`src/rtl/lsu_pkg.sv`:
```
// lsu_pkg: size encodings, tag layout and lane helpers for lsu_req_unit (dword support under LSU_DWORD_EN)
package lsu_pkg;
  localparam logic [1:0] SZ_B = 2'd0;
  localparam logic [1:0] SZ_H = 2'd1;
  localparam logic [1:0] SZ_W = 2'd2;
  localparam logic [1:0] SZ_D = 2'd3;
  typedef struct packed {
    logic [2:0] offset;
    logic [1:0] size;
    logic       uns;
    logic       store;
    logic       cancelled;
  } tag_t;
  function automatic logic [7:0] strb_gen(input logic [1:0] size, input logic [2:0] off);
    logic [7:0] m;
`ifdef LSU_DWORD_EN
    m = size == SZ_B ? 8'h01 : size == SZ_H ? 8'h03 : size == SZ_W ? 8'h0f : 8'hff;
`else
    m = size == SZ_B ? 8'h01 : size == SZ_H ? 8'h03 : size == SZ_W ? 8'h0f : 8'h00;
`endif
    return m << off;
  endfunction
  function automatic logic [63:0] wdata_rep(input logic [63:0] d, input logic [1:0] size);
    return size == SZ_B ? {8{d[7:0]}} : size == SZ_H ? {4{d[15:0]}} : size == SZ_W ? {2{d[31:0]}} : d;
  endfunction
  function automatic logic [63:0] load_ext(input logic [63:0] rdata, input logic [2:0] off,
                                           input logic [1:0] size, input logic uns);
    logic [63:0] s;
    s = rdata >> {off, 3'b000};
    return size == SZ_B ? {{56{~uns & s[7]}}, s[7:0]} :
           size == SZ_H ? {{48{~uns & s[15]}}, s[15:0]} :
           size == SZ_W ? {{32{~uns & s[31]}}, s[31:0]} : s;
  endfunction
endpackage

```
`src/rtl/lsu_fifo.sv`:
```
// lsu_fifo: synchronous FIFO with occupancy count and single-cycle clear
module lsu_fifo #(
  parameter int W     = 8,
  parameter int DEPTH = 2,
  parameter int CW    = $clog2(DEPTH + 1)
) (
  input  logic          clk,
  input  logic          reset,
  input  logic          clear,
  input  logic          push,
  input  logic [W-1:0]  din,
  input  logic          pop,
  output logic [W-1:0]  dout,
  output logic [CW-1:0] count
);
  localparam int PW = DEPTH > 1 ? $clog2(DEPTH) : 1;
  logic [W-1:0]  mem [DEPTH];
  logic [PW-1:0] wp, rp;
  logic          do_pop;
  assign do_pop = pop && count != '0;
  assign dout = mem[rp];
  always_ff @(posedge clk)
    if (push && !clear) mem[wp] <= din;
  always_ff @(posedge clk) begin
    if (reset || clear) begin
      wp    <= '0;
      rp    <= '0;
      count <= '0;
    end else begin
      if (push) wp <= wp == PW'(DEPTH - 1) ? '0 : wp + 1'b1;
      if (do_pop) rp <= rp == PW'(DEPTH - 1) ? '0 : rp + 1'b1;
      count <= count + CW'(push) - CW'(do_pop);
    end
  end
endmodule

```
`src/rtl/lsu_req_unit.sv`:
```
// lsu_req_unit: load/store request unit with req/addr_ok issue, in-order responses and flush; LSU_DWORD_EN enables 64-bit dword ops
module lsu_req_unit
  import lsu_pkg::*;
#(
  parameter int DATA_W      = 32,
  parameter int ADDR_W      = 32,
  parameter int OUTSTANDING = 2
) (
  input  logic                clk,
  input  logic                reset,
  input  logic                op_valid,
  output logic                op_ready,
  input  logic                op_store,
  input  logic [1:0]          op_size,
  input  logic                op_unsigned,
  input  logic [ADDR_W-1:0]   op_addr,
  input  logic [DATA_W-1:0]   op_wdata,
  output logic                op_excp,
  output logic [ADDR_W-1:0]   op_badv,
  input  logic                flush,
  output logic                data_sram_req,
  output logic                data_sram_wr,
  output logic [1:0]          data_sram_size,
  output logic [ADDR_W-1:0]   data_sram_addr,
  output logic [DATA_W/8-1:0] data_sram_wstrb,
  output logic [DATA_W-1:0]   data_sram_wdata,
  input  logic                data_sram_addr_ok,
  input  logic                data_sram_data_ok,
  input  logic [DATA_W-1:0]   data_sram_rdata,
  output logic                rsp_valid,
  input  logic                rsp_ready,
  output logic                rsp_is_store,
  output logic [DATA_W-1:0]   rsp_data,
  output logic [3:0]          pending
);
  localparam int SW    = DATA_W / 8;
  localparam int OFF_W = $clog2(SW);
  localparam int TCW   = $clog2(OUTSTANDING + 1);
  typedef enum logic {IDLE, REQ} state_t;
  state_t            state;
  logic              mis, accept, addr_hs, cancel, req_uns;
  logic [3:0]        drop_cnt;
  tag_t              tag_in, tag_out;
  logic [TCW-1:0]    tag_cnt, rsp_cnt;
  logic [DATA_W:0]   rsp_in, rsp_out;
  assign mis = (op_size == SZ_H && op_addr[0]) || (op_size == SZ_W && |op_addr[1:0])
`ifdef LSU_DWORD_EN
    || (op_size == SZ_D && (DATA_W != 64 || |op_addr[2:0]));
`else
    || op_size == SZ_D;
`endif
  assign op_excp = op_valid && mis;
  assign op_badv = op_excp ? op_addr : '0;
  assign op_ready = state == IDLE && pending < 4'(OUTSTANDING) && !flush;
  assign accept = op_valid && op_ready && !mis;
  assign data_sram_req = state == REQ;
  assign addr_hs = data_sram_req && data_sram_addr_ok;
  always_ff @(posedge clk) begin
    if (reset) begin
      state           <= IDLE;
      data_sram_wr    <= 1'b0;
      data_sram_size  <= '0;
      data_sram_addr  <= '0;
      data_sram_wstrb <= '0;
      data_sram_wdata <= '0;
      req_uns         <= 1'b0;
    end else if (state == IDLE) begin
      if (accept) begin
        state           <= REQ;
        data_sram_wr    <= op_store;
        data_sram_size  <= op_size;
        data_sram_addr  <= op_addr;
        data_sram_wstrb <= op_store ? SW'(strb_gen(op_size, 3'(op_addr[OFF_W-1:0]))) : '0;
        data_sram_wdata <= DATA_W'(wdata_rep(64'(op_wdata), op_size));
        req_uns         <= op_unsigned;
      end
    end else if (addr_hs || flush) state <= IDLE;
  end
  assign tag_in = '{offset: 3'(data_sram_addr[OFF_W-1:0]), size: data_sram_size, uns: req_uns,
                    store: data_sram_wr, cancelled: flush};
  lsu_fifo #(.W($bits(tag_t)), .DEPTH(OUTSTANDING), .CW(TCW)) u_tag_fifo (
    .clk(clk), .reset(reset), .clear(1'b0), .push(addr_hs), .din(tag_in),
    .pop(data_sram_data_ok), .dout(tag_out), .count(tag_cnt)
  );
  // drop_cnt covers the tags that were already queued when a flush hit
  assign cancel = tag_out.cancelled || drop_cnt != '0 || flush;
  assign rsp_in = {tag_out.store, tag_out.store ? {DATA_W{1'b0}} :
                   DATA_W'(load_ext(64'(data_sram_rdata), tag_out.offset, tag_out.size, tag_out.uns))};
  lsu_fifo #(.W(DATA_W + 1), .DEPTH(OUTSTANDING), .CW(TCW)) u_rsp_fifo (
    .clk(clk), .reset(reset), .clear(flush), .push(data_sram_data_ok && !cancel), .din(rsp_in),
    .pop(rsp_valid && rsp_ready), .dout(rsp_out), .count(rsp_cnt)
  );
  assign rsp_valid = rsp_cnt != '0;
  assign rsp_is_store = rsp_valid && rsp_out[DATA_W];
  assign rsp_data = rsp_valid ? rsp_out[DATA_W-1:0] : '0;
  always_ff @(posedge clk) begin
    if (reset) begin
      pending  <= '0;
      drop_cnt <= '0;
    end else if (flush) begin
      pending  <= 4'(tag_cnt) + 4'(addr_hs) - 4'(data_sram_data_ok);
      drop_cnt <= 4'(tag_cnt) - 4'(data_sram_data_ok);
    end else begin
      pending  <= pending + 4'(accept) - 4'(rsp_valid && rsp_ready) - 4'(data_sram_data_ok && cancel);
      drop_cnt <= drop_cnt - 4'(data_sram_data_ok && drop_cnt != '0);
    end
  end
endmodule
```
`config.mk`:
```
export PLATFORM = sky130hd
export DESIGN_NAME = lsu_req_unit
export DESIGN_NICKNAME = d
export VERILOG_FILES = /design/src/rtl/lsu_pkg.sv /design/src/rtl/lsu_fifo.sv /design/src/rtl/lsu_req_unit.sv
export SDC_FILE = /design/constraint.sdc
export NUM_CORES = 1
export LEC_CHECK = 0
export BUFFER_PORTS_ARGS = -buffer_cell sky130_fd_sc_hd__buf_4
export CAP_MARGIN = 20
export CORE_MARGIN = 10
export CORE_UTILIZATION = 56
export DETAILED_ROUTE_END_ITERATION = 12
export GPL_TIMING_DRIVEN = 0
export PLACE_DENSITY = 0.94
export RECOVER_POWER = 50
export SYNTH_ARGS = -nofsm -noshare
export SYNTH_HDL_FRONTEND = slang
export SYNTH_SLANG_ARGS = --single-unit
```
`constraint.sdc`:
```
create_clock -name clk -period 9.2 [get_ports clk]
set_input_delay 0.92 -clock clk [delete_from_list [all_inputs] [get_ports clk]]
set_output_delay 0.92 -clock clk [all_outputs]
set_load 0.01 [all_outputs]
```
==> key figures, run 1 <==
Synth
  • Distinct cell type count of the synthesized netlist: 50
  • Warnings, synthesis: 0
  • Syn Area/Cell: 10.00 um2
  • Async SR Flop Fraction: 0%
  • Flops & latches, synth: 171
  • Most used DFF post-synth: dfxtp_1
  • Mapped cell area: 8102 um2
  • Net Count, Synth: 940
  • Register area share after synthesis: 52.14%
  • Number of flops mapped to enable cells by yosys: 80
  • Post-Syn Instances: 810

Place
  • DP Wirelength: 19560 um
  • Gpl congestion: 0.9281
  • Port Buffer Count: 248

Floorplanning
  • Initial Util: 57.69%
  • Core area: 14040 um2
  • I/O pins: 251
  • Die Ht: 140.3 um
  • Die width: 140.3 um
  • Row count: 43
  • Full die area: 19680 um2

STA
  • Final Hold Fails: 0
  • Max-slew violations: 0
  • Minimum period implied by the final worst setup slack: 4200 ps
  • Worst hold slack: 452.0 ps
  • Rel. slew slack: 34.34%
  • Final period util: 45.65%
  • Final setup fails: 0
  • Worst slew pin tran: 982.5 ps
  • RSZ-0062 raised after global routing: no
  • Setup_tns: 0 ps
  • Fmax: 238.1 MHz
  • Layout Skew: 7.505 ps

Cells and area
  • Share of cells above drive strength 1: 20.55%
  • Finished Core Util: 73.69%
  • Fillers: 982
  • Fin nets: 1207
  • Synthesis-to-finish area growth: 27.72%

Min path
  • Worst min-delay path category: reg2reg

Global route
  • Total grt overflow: 0
  • Vias in the first global route: 7344
  • Initial antenna violation count: 2
  • Gr usage total: 24.91%
  • Largest net degree at the start of global routing: 34
  • First-pass GRT wire length: 39320 um

Power and ir drop
  • P per Cell Area: 205.1 nW/um2
  • Leakage: 3.952 nW
  • Worst vdd ir: 0.1359 mV

Run
  • Max Cap Viol: 0

Clock network
  • CTS max path bufs: 2
  • Post-cts hold buffer count: 0
  • CTS root buf: clkbuf_16
  • Clock latency on the worst-skew pair: 430 ps
  • CTS buffer count: 17
  • CTS sink count: 171
  • Setup Buffers After CTS: 0
  • H-tree depth: 4
  • CTS resizes: 0
  • Clock-pin slew on the worst setup and hold paths: 60 ps
  • CTS tree: yes

Drt
  • Router iterations before antenna repair: 6
  • Post-DRT Antenna Nets: 0
  • DRC violations left: 0
  • DRT iter0 DRCs: 590
  • Via density: 5.681
  • Via Count: 7226
  • WL/cell: 19.93 um
  • Detailed Route WL: 25360 um

Outcome
  • Status: finished clean

Setup path
  • Startpoint Class: input port
  • Crit end category: output pin
  • CP arrival: 3280 ps
  • CP Class: in2out
  • Max FO, Critical Path: 10
  • CP required: 8280 ps
## registers in the layout, summed over array words and instances (netlist names), named ones only
register          flops
data_sram_addr       32
u_rsp_fifo.rp         1
u_rsp_fifo.mem       66
u_tag_fifo.count      2
u_tag_fifo.mem       14
pending               4
u_tag_fifo.rp         1
data_sram_wstrb       4
data_sram_wdata      32
data_sram_wr          1
u_rsp_fifo.wp         1
u_tag_fifo.wp         1
req_uns               1
u_rsp_fifo.count      2
data_sram_size        2
drop_cnt              4
data_sram_req         1
## path summary, 6_finish.rpt
check,to,cells past startpoint,start,slack (ps)
max,op_badv[25],10,op_size[1],5000
min,data_sram_wdata[26],2,data_sram_wdata[26],450
max reg2reg,pending[3],14,register,5180
min reg2reg,data_sram_wdata[26],2,data_sram_wdata[26],450
## layer usage
| layer | global-route usage (%) | wire (um) | vias up |
|---|---|---|---|
| met5 | 0 | 0 | - |
| met4 | 10.92 | 1084 | 0 |
| met3 | 11.12 | 2973 | 78 |
| met2 | 42.24 | 12410 | 383 |
| met1 | 26.10 | 8883 | 3426 |
| li1 | - | - | 3339 |
## cells in the mapped netlist, types with 12 or more instances
library cell / n / area share, %
and2_1: 36 / 2.8
nor3b_2: 12 / 1.9
clkbuf_1: 33 / 1.5
mux2_2: 16 / 2.2
buf_2: 18 / 1.1
dfxtp_1: 91 / 22
nand2_1: 131 / 6.1
inv_1: 25 / 1.2
edfxtp_1: 80 / 30
o21ai_0: 17 / 1.1
a21oi_1: 80 / 4.9
nor2_1: 86 / 4.0
a311oi_1: 16 / 1.7
ha_1: 20 / 3.1
nand2b_1: 12 / 0.93
mux2i_1: 54 / 6.7
## cell usage in the layout (no fill, tap or decap), types with 3 or more instances in the layout
cell and n:
a211oi_1 10, a21oi_1 80, a221oi_1 7, a311oi_1 16, and2_1 35, buf_2 12
buf_4 168, clkbuf_1 125, clkbuf_16 17, clkinv_1 4, clkinvlp_4 3, dfxtp_1 91
edfxtp_1 80, fa_1 3, ha_1 20, inv_1 26, mux2_1 4, mux2_2 12
mux2i_1 55, nand2_1 131, nand2b_1 12, nand3_1 3, nor2_1 84, nor2b_1 9
nor3_1 4, nor3b_1 17, o21a_1 4, o21ai_0 18, xnor2_1 8, xor2_1 4
## critical path: stages
cell,delay (ps)
clkbuf_1,140
inv_1,120
ha_1,160
clkbuf_1,470
nor2_1,110
o21a_1,210
nor2b_1,460
clkbuf_1,360
and2_1,190
buf_4,140
## where the power goes
part	total [mW]	internal, mW	switching, mW	leakage [nW]
Clock	0.683	0.395	0.287	0.258
Sequential	0.902	0.874	0.0286	1.47
Combinational	0.537	0.212	0.325	2.22
## cells by family (layout without fill, tap and decap cells)
logic type,count (synthesis),in the layout,share of synthesized area [%]
and+or+nand+nor,306,306,18.07
DFF,171,171,52.14
AOI/OAI and AO/OA,145,145,11.18
buffers and inverters,82,362,4.309
muxes,71,71,9.174
adders and majority gates,23,23,3.830
xor gates and xnor gates,12,12,1.297
other,0,2,0
## final cells by class
class                   instances  area (um2)  area share (%)
diodes                          2       5.005         0.04837
plain buffers                  55       221.5           2.140
clock buffers                  19       432.9           4.184
clock inverters                13       126.4           1.221
inverters                      27       101.3          0.9794
multi-input cells             557        3450           33.34
flip-flops and latches        171        4224           40.82
well taps                     180       225.2           2.177
repair buffers                248        1562           15.09
## stage by stage
stage	setup slack [ps]	std cells	cell area (um2)	total power, mW
finish	5000	1272	10350	2.122
global route	4837	1272	10350	2.221
CTS	5316	1270	10760	2.174
detailed placement	5317	1238	10200	1.495
global placement	5110	1238	10190	1.470
floorplan	5986	810	8102	1.279
Note: power is estimated with default switching activity, not from simulation.
==> inputs of run 2 (changes only) <==
--- a/config.mk
+++ b/config.mk
@@ -8,10 +8,10 @@
 export BUFFER_PORTS_ARGS = -buffer_cell sky130_fd_sc_hd__buf_4
 export CAP_MARGIN = 20
 export CORE_MARGIN = 10
-export CORE_UTILIZATION = 56
+export CORE_UTILIZATION = 52
 export DETAILED_ROUTE_END_ITERATION = 12
 export GPL_TIMING_DRIVEN = 0
-export PLACE_DENSITY = 0.94
+export PLACE_DENSITY = 0.89
 export RECOVER_POWER = 50
 export SYNTH_ARGS = -nofsm -noshare
 export SYNTH_HDL_FRONTEND = slang
==> constraint.sdc (replaced) <==
create_clock -name clk -period 3.9 [get_ports clk]
set_input_delay 0.39 -clock clk [delete_from_list [all_inputs] [get_ports clk]]
set_output_delay 0.39 -clock clk [all_outputs]
set_load 0.01 [all_outputs]
==> key figures, run 2 (synthesis gave the netlist of run 1 again) <==
STA
  • RSZ-0062 raised after global routing: no (unchanged)
  • Final period util: 87.07%
  • Worst slew pin tran: 969.8 ps (was 982.5 ps)
  • Fmax: 294.5 MHz
  • Layout Skew: 12.12 ps (was 7.505 ps)
  • Final Hold Fails: 0 (unchanged)
  • Max-slew violations: 0 (unchanged)
  • Final setup fails: 0 (unchanged)
  • Rel. slew slack: 35.19% (was 34.34%)
  • Minimum period implied by the final worst setup slack: 3396 ps

Floorplanning
  • Core area: 15260 um2 (was 14040 um2)
  • Full die area: 20970 um2 (was 19680 um2)
  • I/O pins: 251 (unchanged)
  • Die Ht: 144.8 um (was 140.3 um)
  • Initial Util: 53.10% (was 57.69%)
  • Row count: 45 (was 43)
  • Die width: 144.8 um (was 140.3 um)

Setup path
  • CP Class: reg2reg (was in2out)
  • CP required: 4200 ps (was 8280 ps)
  • CP arrival: 3700 ps (was 3280 ps)
  • Startpoint Class: register (was input port)
  • Critical path's largest stage delay: 500 ps (was 470 ps)
  • Crit-path cells: buf_6 > clkbuf_1 > nor2b_1 > a2111oi_2 > nor2b_1 > fa_1 > inv_1 > ha_1 > ha_1 > fa_1 > xor2_1 > nor2_1 > a31oi_1 > nor2_1 (was clkbuf_1 > inv_1 > ha_1 > clkbuf_1 > nor2_1 > o21a_1 > nor2b_1 > clkbuf_1 > and2_1 > buf_4)
  • CP max stage cell: fa_1 (was clkbuf_1)
  • Max FO, Critical Path: 10 (unchanged)
  • Crit end category: register (was output pin)

Drt
  • Via Count: 7100 (was 7226)
  • Detailed Route WL: 25180 um (was 25360 um)
  • Router iterations before antenna repair: 5 (was 6)
  • Via density: 5.449 (was 5.681)
  • DRC violations left: 0 (unchanged)
  • DRT iter0 DRCs: 532 (was 590)
  • WL/cell: 19.32 um (was 19.93 um)
  • Post-DRT Antenna Nets: 0 (unchanged)

Global route
  • Total grt overflow: 0 (unchanged)
  • Initial antenna violation count: 2 (unchanged)
  • Vias in the first global route: 7227 (was 7344)
  • First-pass GRT wire length: 37790 um (was 39320 um)
  • Gr usage total: 23.45% (was 24.91%)
  • Largest net degree at the start of global routing: 34 (unchanged)

Power and ir drop
  • Leakage: 3.972 nW (was 3.952 nW)
  • Worst vdd ir: 0.3199 mV (was 0.1359 mV)
  • P per Cell Area: 486.3 nW/um2 (was 205.1 nW/um2)
  • Overall Power: 5.078 mW (was 2.122 mW)

Cells and area
  • Finished Layout Cells: 1303 (was 1272)
  • Fin nets: 1207 (unchanged)
  • Synthesis-to-finish area growth: 28.90% (was 27.72%)
  • Share of cells above drive strength 1: 21.93% (was 20.55%)
  • Biggest regs: u_rsp_fifo.mem: 66 flops, data_sram_addr: 32 flops, data_sram_wdata: 32 flops (unchanged)
  • Commonest non-fill, non-tap cell in the layout: buf_4 (unchanged)
  • Finished Core Util: 68.44% (was 73.69%)
  • Fillers: 1235 (was 982)
  • Max reg flops: 66 (unchanged)
  • Top reg by flops: u_rsp_fifo.mem (unchanged)
  • Most frequent cells in the layout: 167 x buf_4, 131 x nand2_1, 121 x clkbuf_1 (was 168 x buf_4, 131 x nand2_1, 125 x clkbuf_1)

Clock network
  • CTS root buf: clkbuf_16 (unchanged)
  • Clock latency on the worst-skew pair: 430 ps (about the same)
  • CTS sink count: 171 (unchanged)
  • CTS max path bufs: 2 (unchanged)
  • CTS tree: yes (unchanged)
  • Setup Buffers After CTS: 0 (unchanged)
  • Clock-pin slew on the worst setup and hold paths: 60 ps (about the same)
  • CTS buffer count: 17 (unchanged)
  • CTS resizes: 0 (unchanged)
  • Post-cts hold buffer count: 0 (unchanged)
  • H-tree depth: 4 (unchanged)

Place
  • DP Wirelength: 19600 um (was 19560 um)
  • Gpl congestion: 0.9885 (was 0.9281)
  • Port Buffer Count: 248 (unchanged)
  • DP Cell Count: 1269 (was 1238)

Outcome
  • Status: finished clean (unchanged)

Min path
  • Worst min-delay path category: in2reg (was reg2reg)

Run
  • Max Cap Viol: 0 (unchanged)
==> run 2: critical path: cells and delay by family, from the launching register on <==
kind	cells	cell delay (ps)
adders and majority gates	4	1240
buffers and inverters	3	610
AOI/OAI and AO/OA	2	560
and+or+nand+nor	4	350
DFF	1	330
xor gates and xnor gates	1	180
==> run 2: cell type report <==
cell class                      instances  area (um2)  share of cell area [%]
Clock inverter                         14       146.4                   1.402
Inverter                               27       101.3                  0.9705
Buffer                                 55       231.5                   2.217
Timing Repair Buffer                  248        1558                   14.92
Antenna cell                            2       5.005                 0.04793
Tap cell                              211       264.0                   2.528
Sequential cell                       171        4224                   40.45
Clock buffer                           18       429.2                   4.110
Multi-Input combinational cell        557        3483                   33.36
==> run 2: final timing paths <==
check	start	endpoint	slack [ps]	depth (start not counted)
worst max-delay path	register	pending[3]	500	14
worst min-delay path	op_unsigned	req_uns	210	3
worst max register to register	register	pending[3]	500	14
worst min register to register	data_sram_addr[2]	data_sram_addr[2]	450	2
==> run 2: layer usage <==
metal  GRT usage (%)  wire length (um)  vias up
met1           24.56              9133     3339
met4           8.085               589        0
li1                -                 -     3340
met3           9.909              2907       48
met2           41.30             12550      373
met5               0                 0        -
==> run 2: metrics by stage <==
stage / setup TNS, ps / area, um2 / hold slack [ps] / setup WS, ps
6_report: 0 / 10440 / 207.8 / 504.2
5_1_grt: 0 / 10440 / 201.7 / 280.4
4_1_cts: 0 / 10820 / 185.8 / 586.7
3_5_place_dp: 0 / 10240 / 446.8 / 599.1
3_3_place_gp: -10210 / 10230 / 441.6 / -161.5
2_1_floorplan: 0 / 8102 / 425.4 / 686.2
==> run 2: where the power goes <==
part	internal [mW]	switching, mW	leakage [nW]
combinational	0.516	0.780	2.23
clock	0.944	0.710	0.268
sequential	2.06	0.0672	1.47
total	3.52	1.56	3.97
==> inputs of run 3 (changes only) <==
--- a/config.mk
+++ b/config.mk
@@ -11,7 +11,7 @@
 export CORE_UTILIZATION = 52
 export DETAILED_ROUTE_END_ITERATION = 12
 export GPL_TIMING_DRIVEN = 0
-export PLACE_DENSITY = 0.89
+export PLACE_DENSITY = 0.81
 export RECOVER_POWER = 50
 export SYNTH_ARGS = -nofsm -noshare
 export SYNTH_HDL_FRONTEND = slang
==> key figures, run 3 (synthesis gave the netlist of run 1 again) <==
Clock network
  • CTS max path bufs: 2 (unchanged)
  • Clock-pin slew on the worst setup and hold paths: 60 ps (about the same)
  • CTS root buf: clkbuf_16 (unchanged)
  • CTS buffer count: 17 (unchanged)
  • CTS sink count: 171 (unchanged)
  • Setup Buffers After CTS: 0 (unchanged)
  • H-tree depth: 4 (unchanged)
  • CTS resizes: 0 (unchanged)
  • CTS tree: yes (unchanged)
  • Clock latency on the worst-skew pair: 430 ps (about the same)
  • Post-cts hold buffer count: 0 (unchanged)

Min path
  • Worst min-delay path category: in2reg (unchanged)
  • HP Start: op_addr[12] (was op_unsigned)

STA
  • Final setup fails: 0 (unchanged)
  • Worst slew pin tran: 1055 ps (was 969.8 ps)
  • Layout Skew: 7.747 ps (was 12.12 ps)
  • Worst hold slack: 213.0 ps (was 207.8 ps)
  • Final Hold Fails: 0 (unchanged)
  • RSZ-0062 raised after global routing: no (unchanged)
  • Minimum period implied by the final worst setup slack: 3455 ps (was 3396 ps)
  • Fmax: 289.4 MHz (was 294.5 MHz)
  • Final WS setup: 445.2 ps (was 504.2 ps)
  • Max-slew violations: 0 (unchanged)
  • Rel. slew slack: 28.66% (was 35.19%)
  • Final period util: 88.59% (was 87.07%)

Setup path
  • CP max stage cell: nor4b_1 (was fa_1)
  • RR Startpoint: pending[2]
  • CP Buf/Inv Count: 3 (unchanged)
  • Crit-path cells: inv_1 > ha_1 > nor4b_1 > nand3_1 > inv_1 > clkbuf_1 > ha_1 > ha_1 > fa_1 > xor2_1 > nor2_1 > a31oi_1 > nor2_1 (was buf_6 > clkbuf_1 > nor2b_1 > a2111oi_2 > nor2b_1 > fa_1 > inv_1 > ha_1 > ha_1 > fa_1 > xor2_1 > nor2_1 > a31oi_1 > nor2_1)
  • CP required: 4200 ps (about the same)
  • CP delay by family, top: simple AND/OR/NAND/NOR gates (was adder cells)
  • Reg-to-reg slack, setup: 450 ps (was 500 ps)
  • CP most frequent cell: ha_1
  • Crit end category: register (unchanged)
  • Startpoint Class: register (unchanged)
  • CP Class: reg2reg (unchanged)
  • CP arrival: 3760 ps (was 3700 ps)
  • Critical path's largest stage delay: 850 ps (was 500 ps)
  • Critical path startpoint: pending[2]
  • Max FO, Critical Path: 10 (unchanged)

Floorplanning
  • Die Ht: 144.8 um (unchanged)
  • Die width: 144.8 um (unchanged)
  • Full die area: 20970 um2 (unchanged)
  • Row count: 45 (unchanged)
  • Initial Util: 53.10% (unchanged)
  • Core area: 15260 um2 (unchanged)
  • I/O pins: 251 (unchanged)

Global route
  • Vias in the first global route: 7051 (was 7227)
  • Total grt overflow: 0 (unchanged)
  • Gr usage total: 23.51% (was 23.45%)
  • Largest net degree at the start of global routing: 34 (unchanged)
  • First-pass GRT wire length: 37940 um (was 37790 um)
  • Initial antenna violation count: 0 (was 2)

Drt
  • Via density: 5.355 (was 5.449)
  • Detailed Route WL: 24730 um (was 25180 um)
  • Via Count: 6967 (was 7100)
  • DRT iter0 DRCs: 488 (was 532)
  • DRC violations left: 0 (unchanged)
  • Post-DRT Antenna Nets: 0 (unchanged)
  • Router iterations before antenna repair: 5 (unchanged)
  • WL/cell: 19.01 um (was 19.32 um)

Cells and area
  • Max reg flops: 66 (unchanged)
  • Synthesis-to-finish area growth: 28.79% (was 28.90%)
  • Diode count: 0 (was 2)
  • Most frequent cells in the layout: 167 x buf_4, 131 x nand2_1, 121 x clkbuf_1 (unchanged)
  • Commonest non-fill, non-tap cell in the layout: buf_4 (unchanged)
  • Final instance area: 10430 um2 (was 10440 um2)
  • Register area: 4224 um2 (unchanged)
  • Top reg by flops: u_rsp_fifo.mem (unchanged)
  • Fin nets: 1208 (was 1207)
  • Multi-input gate area: 3453 um2 (was 3483 um2)
  • Biggest regs: u_rsp_fifo.mem: 66 flops, data_sram_addr: 32 flops, data_sram_wdata: 32 flops (unchanged)
  • Share of cells above drive strength 1: 20.73% (was 21.93%)
  • Fillers: 1252 (was 1235)

Outcome
  • Status: finished clean (unchanged)

Place
  • Dpl cell area: 10260 um2 (was 10240 um2)
  • Gpl congestion: 0.9450 (was 0.9885)
  • DP Wirelength: 19490 um (was 19600 um)
  • Port Buffer Count: 248 (unchanged)
  • Worst setup slack after placement: 563.9 ps (was 599.1 ps)

Power and ir drop
  • Leakage: 3.978 nW (was 3.972 nW)
  • Overall Power: 5.072 mW (was 5.078 mW)
  • P per Cell Area: 486.1 nW/um2 (was 486.3 nW/um2)
  • Worst vdd ir: 0.3033 mV (was 0.3199 mV)

Run
  • Max Cap Viol: 0 (unchanged)
[run 3: changes by cell type in the layout (fill, tap and decap cells not counted), moves of 3 or more]
cell,previous run,this run
mux2_2,16,11
clkinvlp_4,4,1
nor3b_2,6,0
inv_6,3,0
mux2_1,0,5
nor3b_1,11,17
[run 3: power breakdown]
group | internal (mW) | total (mW) | switching (mW)
sequential | 2.06 | 2.13 | 0.0682
clock | 0.995 | 1.67 | 0.678
combinational | 0.507 | 1.27 | 0.761
[run 3: path summary, 6_finish.rpt]
kind                         to  depth (start not counted)
max                  pending[3]                         13
min          data_sram_addr[12]                          3
max reg2reg          pending[3]                         13
min reg2reg   data_sram_addr[7]                          2
[run 3: cell type report]
| cell class | instances | share of cell area (%) |
|---|---|---|
| repair buffers | 249 | 15.12 |
| inverters | 27 | 0.9713 |
| well taps | 211 | 2.530 |
| clock inverters | 13 | 1.463 |
| flip-flops and latches | 171 | 40.48 |
| plain buffers | 55 | 2.218 |
| clock buffers | 18 | 4.113 |
| multi-input cells | 557 | 33.10 |
[run 3: worst reg2reg max path: stages (launching register included)]
cell and delay [ps]:
dfxtp_1 320, inv_1 100, ha_1 160, nor4b_1 850, nand3_1 260, inv_1 270
clkbuf_1 390, ha_1 230, ha_1 150, fa_1 180, xor2_1 160, nor2_1 60
a31oi_1 150, nor2_1 60
[run 3: per-layer routing]
metal,GRT usage [%],vias up,routed length (um)
met3,10.63,42,2889
met2,38.89,305,11990
met4,8.511,0,638
met5,0,-,0
met1,26.15,3287,9218
li1,-,3333,-
[run 3: stage by stage]
stage | util, % | std cells | setup TNS (ps)
after floorplan | - | 810 | 0
after global placement | 67.03 | 1269 | -15580
after detailed placement | 67.26 | 1270 | 0
after CTS | 71.07 | 1301 | 0
after global routing | 68.38 | 1301 | 0
final | 68.38 | 1301 | 0
